<file path="src/rtl/dct_mac_sequencer.sv">
// dct_mac_sequencer
// Control sequencer for the MAC units of one DCT block. It counts TAPS
// accepted samples per vector, drives the MAC clear/enable strobes and the
// result-register load, and presents finished results with a valid/ready
// handshake. A row counter tracks the position inside the 8x8 block.
// TAPS must be at least 2, and IDX_W must be wide enough to hold TAPS-1.

module dct_mac_sequencer #(
    parameter int TAPS  = 8,
    parameter int IDX_W = 3
) (
    input  logic             clk_i,
    input  logic             rst_i,
    input  logic             ena_i,
    input  logic             in_valid_i,
    output logic             in_ready_o,
    output logic             mac_clr_o,
    output logic             mac_ena_o,
    output logic [IDX_W-1:0] tap_idx_o,
    output logic             res_load_o,
    output logic             out_valid_o,
    input  logic             out_ready_i,
    output logic             out_last_o,
    output logic [IDX_W-1:0] row_idx_o,
    output logic             busy_o
);

    typedef enum logic [1:0] {
        S_IDLE  = 2'd0,
        S_ACC   = 2'd1,
        S_DRAIN = 2'd2
    } state_t;

    localparam logic [IDX_W-1:0] LAST_IDX = IDX_W'(TAPS - 1);
    localparam logic [IDX_W-1:0] ONE      = IDX_W'(1);

    state_t           state_q, state_d;
    logic [IDX_W-1:0] tap_q, tap_d;
    logic [IDX_W-1:0] rcnt_q, rcnt_d;
    logic [IDX_W-1:0] row_q, row_d;
    logic             out_valid_q, out_valid_d;
    logic             out_last_q, out_last_d;

    logic             in_ready;
    logic             acc;
    logic             res_load;

    // State register: every piece of sequencing state, synchronous reset.
    // NOTE: sequential state uses non-blocking assignments so all registers
    // update together from pre-edge values, independent of statement order.
    always_ff @(posedge clk_i) begin
        if (rst_i) begin
            state_q     <= S_IDLE;
            tap_q       <= '0;
            rcnt_q      <= '0;
            row_q       <= '0;
            out_valid_q <= 1'b0;
            out_last_q  <= 1'b0;
        end else begin
            state_q     <= state_d;
            tap_q       <= tap_d;
            rcnt_q      <= rcnt_d;
            row_q       <= row_d;
            out_valid_q <= out_valid_d;
            out_last_q  <= out_last_d;
        end
    end

    // Next-state logic: tap stepping, DRAIN exit, row counter, result slot.
    // NOTE: every target gets a hold value first, so no path leaves one
    // unassigned and no latch is inferred.
    always_comb begin
        state_d     = state_q;
        tap_d       = tap_q;
        rcnt_d      = rcnt_q;
        row_d       = row_q;
        out_valid_d = out_valid_q;
        out_last_d  = out_last_q;

        unique case (state_q)
            S_IDLE: begin
                if (acc) begin
                    tap_d   = ONE;
                    state_d = S_ACC;
                end
            end
            S_ACC: begin
                if (acc) begin
                    if (tap_q == LAST_IDX) begin
                        tap_d   = '0;
                        state_d = S_DRAIN;
                    end else begin
                        tap_d = tap_q + ONE;
                    end
                end
            end
            S_DRAIN: begin
                if (res_load) begin
                    state_d = S_IDLE;
                end
            end
            default: begin
                state_d = S_IDLE;
                tap_d   = '0;
            end
        endcase

        // Consuming the held result frees the slot; a load in the same cycle
        // refills it, so a simultaneous consume and load leaves no bubble.
        if (out_valid_q && out_ready_i) begin
            out_valid_d = 1'b0;
        end
        if (res_load) begin
            out_valid_d = 1'b1;
            row_d       = rcnt_q;
            out_last_d  = (rcnt_q == LAST_IDX);
            rcnt_d      = (rcnt_q == LAST_IDX) ? '0 : rcnt_q + ONE;
        end
    end

    // Output logic: handshake, MAC strobes and result-register load enable.
    always_comb begin
        in_ready = ena_i && (state_q == S_IDLE || state_q == S_ACC);
        acc      = in_valid_i && in_ready;
        // DRAIN may only load when the result slot is free or being emptied.
        res_load = (state_q == S_DRAIN) && ena_i && !(out_valid_q && !out_ready_i);
    end

    assign in_ready_o  = in_ready;
    assign mac_ena_o   = acc;
    assign mac_clr_o   = acc && (state_q == S_IDLE);
    assign res_load_o  = res_load;
    assign tap_idx_o   = tap_q;
    assign out_valid_o = out_valid_q;
    assign out_last_o  = out_last_q;
    assign row_idx_o   = row_q;
    assign busy_o      = (state_q != S_IDLE) || out_valid_q;

endmodule
</file>
<file path="config.mk">
export PLATFORM = sky130hd
export DESIGN_NAME = dct_mac_sequencer
export DESIGN_NICKNAME = d
export VERILOG_FILES = /design/src/rtl/dct_mac_sequencer.sv
export SDC_FILE = /design/constraint.sdc
export NUM_CORES = 1
export LEC_CHECK = 0
export ABC_AREA = 1
export CAP_MARGIN = 5
export CORE_AREA = 2 2 39 41
export CTS_CLUSTER_DIAMETER = 60
export CTS_CLUSTER_SIZE = 25
export DETAILED_ROUTE_END_ITERATION = 10
export DIE_AREA = 0 0 41 43
export PLACE_DENSITY = 0.86
export SYNTH_ARGS = -nofsm -noshare
export SYNTH_HDL_FRONTEND = slang
export SYNTH_SLANG_ARGS = --single-unit
</file>
<file path="constraint.sdc">
create_clock -name clk_i -period 3.45 [get_ports clk_i]
set_clock_uncertainty 0.15 [all_clocks]
set_input_delay 0.8625 -clock clk_i [delete_from_list [all_inputs] [get_ports clk_i]]
set_output_delay 0.8625 -clock clk_i [all_outputs]
set_load 0.01 [all_outputs]
</file>
==> flow_summary.yaml <==
outcome:
  status: "finished clean"
synthesis:
  yosysSeqAreaShare_pct: 41.9
  ys_ff_latch: 13
  synth-compound-area-share_pct: 10.5
  ys_warn_count: 0
  synth_xor_area_share_pct: 0
  netlist_area_um2: 621
  synth_top_family_by_area: "simple AND/OR/NAND/NOR gates"
  avgSynthCellArea_um2: 7.76
  synthCells: 80
  synth_fa_ha_area_share_pct: 8.06
  ys_types: 14
  synth_simple_gate_area_share_pct: 34.7
  mappedNetlistNets: 89
  muxShareOfSynthArea_pct: 0
min_path:
  hold_class: "reg -> reg"
timing:
  rsz0062_at_grt: "no"
  max_slew_margin_pct: 80.1
  final_max_slew_viol_count: 0
  worst_pin_slew_ns: 0.298
  finalCriticalPeriod_ns: 3.28
  timing.final.crit_share_pct: 95.0
  max_freq_mhz: 305
  setup_viol: 0
  final-hold-violation-count: 0
  fin_ws_ns: 0.171
  finalSetupTns_ns: 0
global_route:
  grt_max_degree: 9
  use_met2_pct: 24.7
  grt_pass1_vias: 506
  grt.met1_usage_pct: 20.8
  antenna_found_initial: 0
  busiest_layer: "met2"
  grt_use_met3_pct: 7.85
  overflow: 0
  track_usage_pct: 17.4
  grt_pass1_wl_um: 2020
clocking:
  clockBufferDepth: 2
  clock-sinks: 13
  ctsResizeCount: 0
  path_clk_slew_ns: 0.08
  cts_tree: "done"
  cts_setup_buffers: 0
  clk_latency_ns: 0.29
  cts_buffers: 3
  ctsHoldBuffers: 0
  htree_levels: 1
  clock-root-buffer: "clkbuf_4"
placed_design:
  port_buffers: 17
  pre_cts_ws_ns: 0.167
  post-dp-hpwl_um: 929
  gp_congestion: 0.818
setup_path:
  reg2reg_depth: 7
  setup.worst_path.class: "in -> out"
  critPathRequiredTime_ns: 2.44
  cp-start-kind: "input pin"
  cp-endpoint: "mac_clr_o"
  startpoint: "ena_i"
  cp_common_cell: "clkdlybuf4s50_1"
  path_max_fanout: 7
  critPathSlowestCell: "clkdlybuf4s50_1"
  cp.arrival_ns: 2.27
  end_kind: "output port"
  critPathMaxStageDelay_ns: 0.60
  path_cells: "clkdlybuf4s50_1, nand3_4, nor2_1, clkdlybuf4s50_1"
  r2r_end: "tap_idx_o[0]"
  ff2ff_setup_slack_ns: 2.11
  r2r-start: "tap_idx_o[0]"
power_and_ir_drop:
  ir_worst_vdd_mv: 0.167
  p_leak_nw: 0.343
  power_density_nw_per_um2: 333
final_layout:
  multi_input_area_um2: 330
  mostFrequentLayoutCell: "clkdlybuf4s50_1"
  layout_common_cells: "clkdlybuf4s50_1, nor2_1, nand2_1, dfxtp_1, a21oi_1"
  nets: 111
  layout-area-overhead-vs-synth_pct: 35.5
  antenna_cells: 0
  fill_cells: 126
  regArea_um2: 260
  drive_gt1_share_pct: 12.9
floorplan:
  die_area_um2: 1760
  core_area_um2: 1380
  start_util_pct: 44.8
  rows: 14
  die_h_um: 43
  die_w_um: 41
  io-pin-count: 18
drt:
  post_drt_wl_per_cell_um: 10.9
  viasPerCell: 5.05
  ant_nets: 0
  remaining_drc_errors: 0
  vias: 591
  drt_pass1_iterations: 4
  finalWirelength_um: 1270
  drtIter0Drc: 11
run:
  drv_cap: 0
## cell usage after synthesis
master	instances	share of area, %
a21oi_1	8	6.5
buf_1	1	0.60
dfxtp_1	13	42
ha_1	4	8.1
inv_1	5	3.0
inv_2	2	1.2
nand2_1	14	8.5
nand2_2	1	1.0
nand3_1	5	4.0
nand3_2	2	3.2
nand3_4	1	2.8
nor2_1	16	9.7
nor2_4	3	5.4
o21ai_0	5	4.0
## flip-flops by register name, indices dropped and copies added, names as in the netlist
signal and cells:
rcnt_q 3, row_idx_o 3, tap_idx_o 3, state_q 2
out_last_o 1, out_valid_o 1
## stage by stage
stage | area, µm² | utilization [%] | cells | total power [mW] | hold slack (ns)
2_1_floorplan | 621 | - | 80 | 0.171 | 0.319
3_3_place_gp | 815 | 58.9 | 113 | 0.186 | 0.306
3_5_place_dp | 815 | 58.9 | 113 | 0.186 | 0.311
4_1_cts | 841 | 60.8 | 117 | 0.282 | 0.325
5_1_grt | 841 | 60.8 | 117 | 0.292 | 0.345
6_report | 841 | 60.8 | 117 | 0.280 | 0.326
## worst min path at each step
stage,from,end,cells past startpoint,slack (ns)
floorplan,rcnt_q[0],row_idx_o[0],2,0.32
global placement,row_idx_o[0],row_idx_o[0],2,0.31
detailed placement,row_idx_o[0],row_idx_o[0],2,0.31
CTS,row_idx_o[0],row_idx_o[0],2,0.32
global route,row_idx_o[0],row_idx_o[0],2,0.35
finish,row_idx_o[0],row_idx_o[0],2,0.33
## power by group
part | total (mW) | internal (mW) | switching (mW)
clock | 0.0974 | 0.0450 | 0.0524
sequential | 0.154 | 0.152 | 0.00244
combinational | 0.0287 | 0.0145 | 0.0143
total | 0.280 | 0.211 | 0.0691
## area by class of cell
class,count,area share (%)
clock buffers,4,3.13
inverters,7,3.13
multi-input cells,59,39.3
flip-flops and latches,13,31.0
well taps,16,2.38
repair buffers,18,21.1
## cell families after synthesis
| kind of cell | Yosys count |
|---|---|
| compound gates | 13 |
| fa+ha+maj | 4 |
| simple gates | 42 |
| flops | 13 |
| buf+inv | 8 |
## critical path: cells and delay by family
| family | cells | cell delay (ns) |
|---|---|---|
| simple gates | 2 | 0.26 |
| buf+inv | 2 | 1.14 |
## routing by layer
metal | vias up | share of wire, %
met5 | - | 0
met4 | 0 | 2.6
met3 | 7 | 5.7
met2 | 13 | 47
met1 | 268 | 44
li1 | 303 | -
Note: power is estimated with default switching activity, not from simulation.
